===== src/rtl/serial_sub_pkg.sv =====
// serial_sub_pkg: shared state encoding and sizing helpers for the bit-serial subtractor
package serial_sub_pkg;
  typedef enum logic [1:0] {IDLE, RUN, DONE} state_t;
  localparam int DEF_WIDTH = 8;
  function automatic int cnt_w(input int w);
    return $clog2(w);
  endfunction
endpackage


===== src/rtl/full_subtractor.sv =====
// full_subtractor: one-bit difference and borrow-out cell
module full_subtractor (
  input  logic x,
  input  logic y,
  input  logic bi,
  output logic d,
  output logic bo
);
  assign d  = x ^ y ^ bi;
  assign bo = (~x & y) | (~(x ^ y) & bi);
endmodule


===== src/rtl/serial_subtractor.sv =====
// serial_subtractor: LSB-first a - b over WIDTH cycles behind a start/done handshake
module serial_subtractor
  import serial_sub_pkg::*;
#(
  parameter int WIDTH = DEF_WIDTH
) (
  input  logic             clk,
  input  logic             rst_n,
  input  logic             start,
  input  logic [WIDTH-1:0] a,
  input  logic [WIDTH-1:0] b,
  output logic             busy,
  output logic             done,
  output logic [WIDTH-1:0] diff,
  output logic             borrow
);
  localparam int CW = cnt_w(WIDTH);
  state_t           r_state, w_next;
  logic [WIDTH-1:0] r_a, r_b, r_res, r_diff;
  logic [CW-1:0]    r_cnt;
  logic             r_bi, r_borrow, w_d, w_bo, w_load, w_last;
  full_subtractor u_fs (.x(r_a[0]), .y(r_b[0]), .bi(r_bi), .d(w_d), .bo(w_bo));
  always_comb begin
    w_last = (r_state == RUN) && (r_cnt == CW'(WIDTH - 1));
    w_load = start && (r_state != RUN);
    w_next = w_load ? RUN : w_last ? DONE : (r_state == DONE) ? IDLE : r_state;
  end
  always_ff @(posedge clk or negedge rst_n)
    if (!rst_n) r_state <= IDLE;
    else        r_state <= w_next;
  // diff/borrow only move on the final bit so they stay stable across later operations
  always_ff @(posedge clk or negedge rst_n) begin
    if (!rst_n) begin
      r_a      <= '0;
      r_b      <= '0;
      r_res    <= '0;
      r_bi     <= 1'b0;
      r_cnt    <= '0;
      r_diff   <= '0;
      r_borrow <= 1'b0;
    end else if (w_load) begin
      r_a   <= a;
      r_b   <= b;
      r_res <= '0;
      r_bi  <= 1'b0;
      r_cnt <= '0;
    end else if (r_state == RUN) begin
      r_a   <= r_a >> 1;
      r_b   <= r_b >> 1;
      r_res <= {w_d, r_res[WIDTH-1:1]};
      r_bi  <= w_bo;
      r_cnt <= r_cnt + CW'(1);
      if (w_last) begin
        r_diff   <= {w_d, r_res[WIDTH-1:1]};
        r_borrow <= w_bo;
      end
    end
  end
  assign busy   = (r_state == RUN);
  assign done   = (r_state == DONE);
  assign diff   = r_diff;
  assign borrow = r_borrow;
endmodule


===== config.mk =====
export PLATFORM = sky130hd
export DESIGN_NAME = serial_subtractor
export DESIGN_NICKNAME = d
export VERILOG_FILES = /design/src/rtl/serial_sub_pkg.sv /design/src/rtl/full_subtractor.sv /design/src/rtl/serial_subtractor.sv
export SDC_FILE = /design/constraint.sdc
export NUM_CORES = 1
export LEC_CHECK = 0
export ABC_CLOCK_PERIOD_IN_PS = 1650
export CORE_AREA = 2 2 68 86
export DETAILED_ROUTE_END_ITERATION = 8
export DIE_AREA = 0 0 70 88
export PLACE_DENSITY = 0.63
export SYNTH_ARGS = -nofsm -noshare
export SYNTH_HDL_FRONTEND = slang
export SYNTH_SLANG_ARGS = --single-unit
export TNS_END_PERCENT = 20

===== constraint.sdc =====
create_clock -name clk -period 1.65 [get_ports clk]
set_input_delay 0.2475 -clock clk [delete_from_list [all_inputs] [get_ports clk]]
set_output_delay 0.2475 -clock clk [all_outputs]
set_load 0.05 [all_outputs]

==> flow_metrics.env <==
export IMPL_status="completed"
export IMPL_crit_buf_inv=3
export IMPL_hold_viol=0
export IMPL_power_density_nw_per_um2=1915
export IMPL_cts_sinks=38
export IMPL_via_per_inst=4.653
export IMPL_leakage_nw=1.088
export IMPL_clockRootBuffer="clkbuf_8"
export IMPL_dr_first_iter_drc_count=10
export IMPL_cp_max_fo=12
export IMPL_worst_path_largest_cell_delay_ns=0.41
export IMPL_yosys_warnings=0
export IMPL_period_share_pct=94.34
export IMPL_tns_ns=0
export IMPL_fin_crit_ns=1.557
export IMPL_clock_latency_ns=0.28
export IMPL_fin_nets=180
export IMPL_place_area_sq_um=2175
export IMPL_fin_hold_ws_ns=0.005569
export IMPL_vdd_drop_max_v=0.0008077
export IMPL_fmax_ghz=0.6424
export IMPL_grt_pass1_wl_um=5099
export IMPL_cts_max_level=2
export IMPL_io_pins=30
export IMPL_cp_required_ns=1.40
export IMPL_total_power_mw=4.408
export IMPL_setup_viol=0
export IMPL_avgSynthCellArea_sq_um=15.10
export IMPL_core_sq_um=5330
export IMPL_final_core_util_pct=43.19
export IMPL_synth_cells=121
export IMPL_start_util_pct=34.27
export IMPL_crit_arrival_ns=1.31
export IMPL_wirelength_um=3097
export IMPL_antenna_cells=0
export IMPL_synthDominantCellAreaShare_pct=52.05
export IMPL_wl_per_cell_um=13.95
export IMPL_fin_skew_ns=0.002687
export IMPL_dp_slack_ns=-0.003948
export IMPL_antenna_found_initial=0
export IMPL_ant_nets=0
export IMPL_worst_slack_ns=0.09339
export IMPL_tightest_slew_ns=0.4798
export IMPL_tritoncts="yes"
export IMPL_vias=1033
export IMPL_io_buffers=29
export IMPL_global_route_overflow_total=0
export IMPL_syn_area_sq_um=1827
export IMPL_dp_cells=212
export IMPL_synth_seq_cells=38
export IMPL_synth_fp_nets=143
export IMPL_clk_path_buf_depth=2
export IMPL_die_x_um=70
export IMPL_die_area_sq_um=6160
export IMPL_cts_buffers=5
export IMPL_crit_path_end_kind="primary output"
export IMPL_rsz0062_at_grt="false"
export IMPL_globalplace_congestion=0.7015
export IMPL_relSlewSlack_pct=68.01
export IMPL_drc_errors=0
export IMPL_stdcell_count=222
export IMPL_ctsHoldBuffers=0
export IMPL_slew_viol_final=0
export IMPL_syn2layout_area_growth_pct=26.03
export IMPL_yosysTopAreaCell="dfrtp_1"
export IMPL_synth_area_top_cells="dfrtp_1 (52%), mux2_2 (17%), mux2_4 (14%), nor2b_1 (3.4%), mux2i_1 (2.7%)"
export IMPL_track_usage_pct=10.76
export IMPL_grt_pass1_vias=1124
export IMPL_die_h_um=88
export IMPL_grt_max_degree=39
export IMPL_place_hpwl_um=2150
export IMPL_path_cells="nand2b_4 > buf_12 > inv_1 > buf_6"
export IMPL_yosysUniqueCellTypes=17
export IMPL_hold_path_class="primary input to asynchronous set/reset pin"
export IMPL_clk_pin_slew_worst_paths_ns=0.07
export IMPL_crit_slowest_cell="dfrtp_1"
export IMPL_ys_seq_area_share_pct=52.05
export IMPL_nFillCells=515
export IMPL_maxCapViolations=0
export IMPL_cp_start_kind="register"
export IMPL_rows=30
export IMPL_worstSetupPathType="register to primary output"
export IMPL_cp_top_family="buffers and inverters"
export IMPL_drt_pass1_iter_count=4
export IMPL_drive_above_1_share_pct=44.94
export IMPL_final_area_sq_um=2302
## layout by cell type, fill, tap and decap left out
cell	instances
o21a_1	1
buf_2	1
nand2_1	1
inv_1	4
ha_1	2
mux2_4	17
nand2b_1	2
buf_12	4
buf_6	1
buf_4	13
clkbuf_1	2
nand3b_1	1
nor2_1	2
nand2b_4	1
clkbuf_8	5
dfrtp_1	38
mux2_2	28
clkbuf_16	1
clkdlybuf4s50_1	17
nor2b_1	10
mux2i_1	5
o211a_1	1
fa_1	1
## synth_stat cells (all sizes together)
cell	instances
buf	7
dfrtp	38
fa	1
ha	2
inv	4
mux2	45
mux2i	5
nand2	1
nand2b	3
nand3b	1
nor2	2
nor2b	10
o211a	1
o21a	1
## final cells by class
type | instances | area [sq um] | share of cell area, %
timing repair buffer | 37 | 389.1 | 16.90
clock buffer | 7 | 76.32 | 3.315
inverter | 4 | 15.01 | 0.6522
sequential | 38 | 950.9 | 41.30
tap | 64 | 80.08 | 3.478
multi-input combinational | 72 | 790.8 | 34.35
## repair_timing
| item | in CTS | in global routing |
|---|---|---|
| endpoints found under the setup margin | 1 | 1 |
| setup buffers | 0 | 2 |
| gates cloned | 0 | 1 |
| gates resized for setup | 3 | 0 |
| pin swaps | 0 | 0 |
## registers in the layout, summed over array words and instances, names as in the netlist
register,cells
r_a,8
borrow,1
r_res,7
r_bi,1
r_cnt,3
r_b,8
diff,8
r_state,2
## report_power, final
group          switching, mW  leakage (nW)  internal, mW  total, mW
logic                  0.979         0.567          1.25       2.23
clock network          0.306        0.0383         0.291      0.597
registers              0.241         0.483          1.34       1.58
total                   1.53          1.09          2.88       4.41
## worst paths after layout
kind | from | endpoint | slack, ns | cells past startpoint
min reg2reg | r_cnt[0] | r_cnt[0] | 0.49 | 1
max reg2reg | r_cnt[0] | diff[0] | 0.13 | 5
max in group asynchronous | rst_n | r_b[6] | 1.31 | 2
min | rst_n | diff[1] | 0.006 | 2
max | r_state[1] | busy | 0.09 | 4
min in group clk | r_cnt[0] | r_cnt[0] | 0.49 | 1
## worst reg2reg max path, delay by kind of cell, from the launching register on
family,cells,cell delay (ns)
adders and majority gates,2,0.39
and+or+nand+nor,1,0.13
buffers and inverters,1,0.15
muxes,1,0.34
DFF,1,0.40
## logic make-up (layout without fill, tap and decap cells)
family                     count (synthesis)  count (layout)  share of synthesized area [%]
muxes                                     50              50                          33.97
DFF                                       38              38                          52.05
and+or+nand+nor                           17              17                          5.480
buffers and inverters                     11              48                          5.068
adders and majority gates                  3               3                          2.466
AOI/OAI and AO/OA                          2               2                         0.9591
## routing by layer
layer	part of all wire (%)	track usage (%)	vias to the layer above
li1	-	-	486
met2	54	18.96	18
met4	2.6	6.294	0
met3	3.6	3.222	6
met5	0	0	-
met1	40	11.49	523
Note: power is estimated with default switching activity, not from simulation.
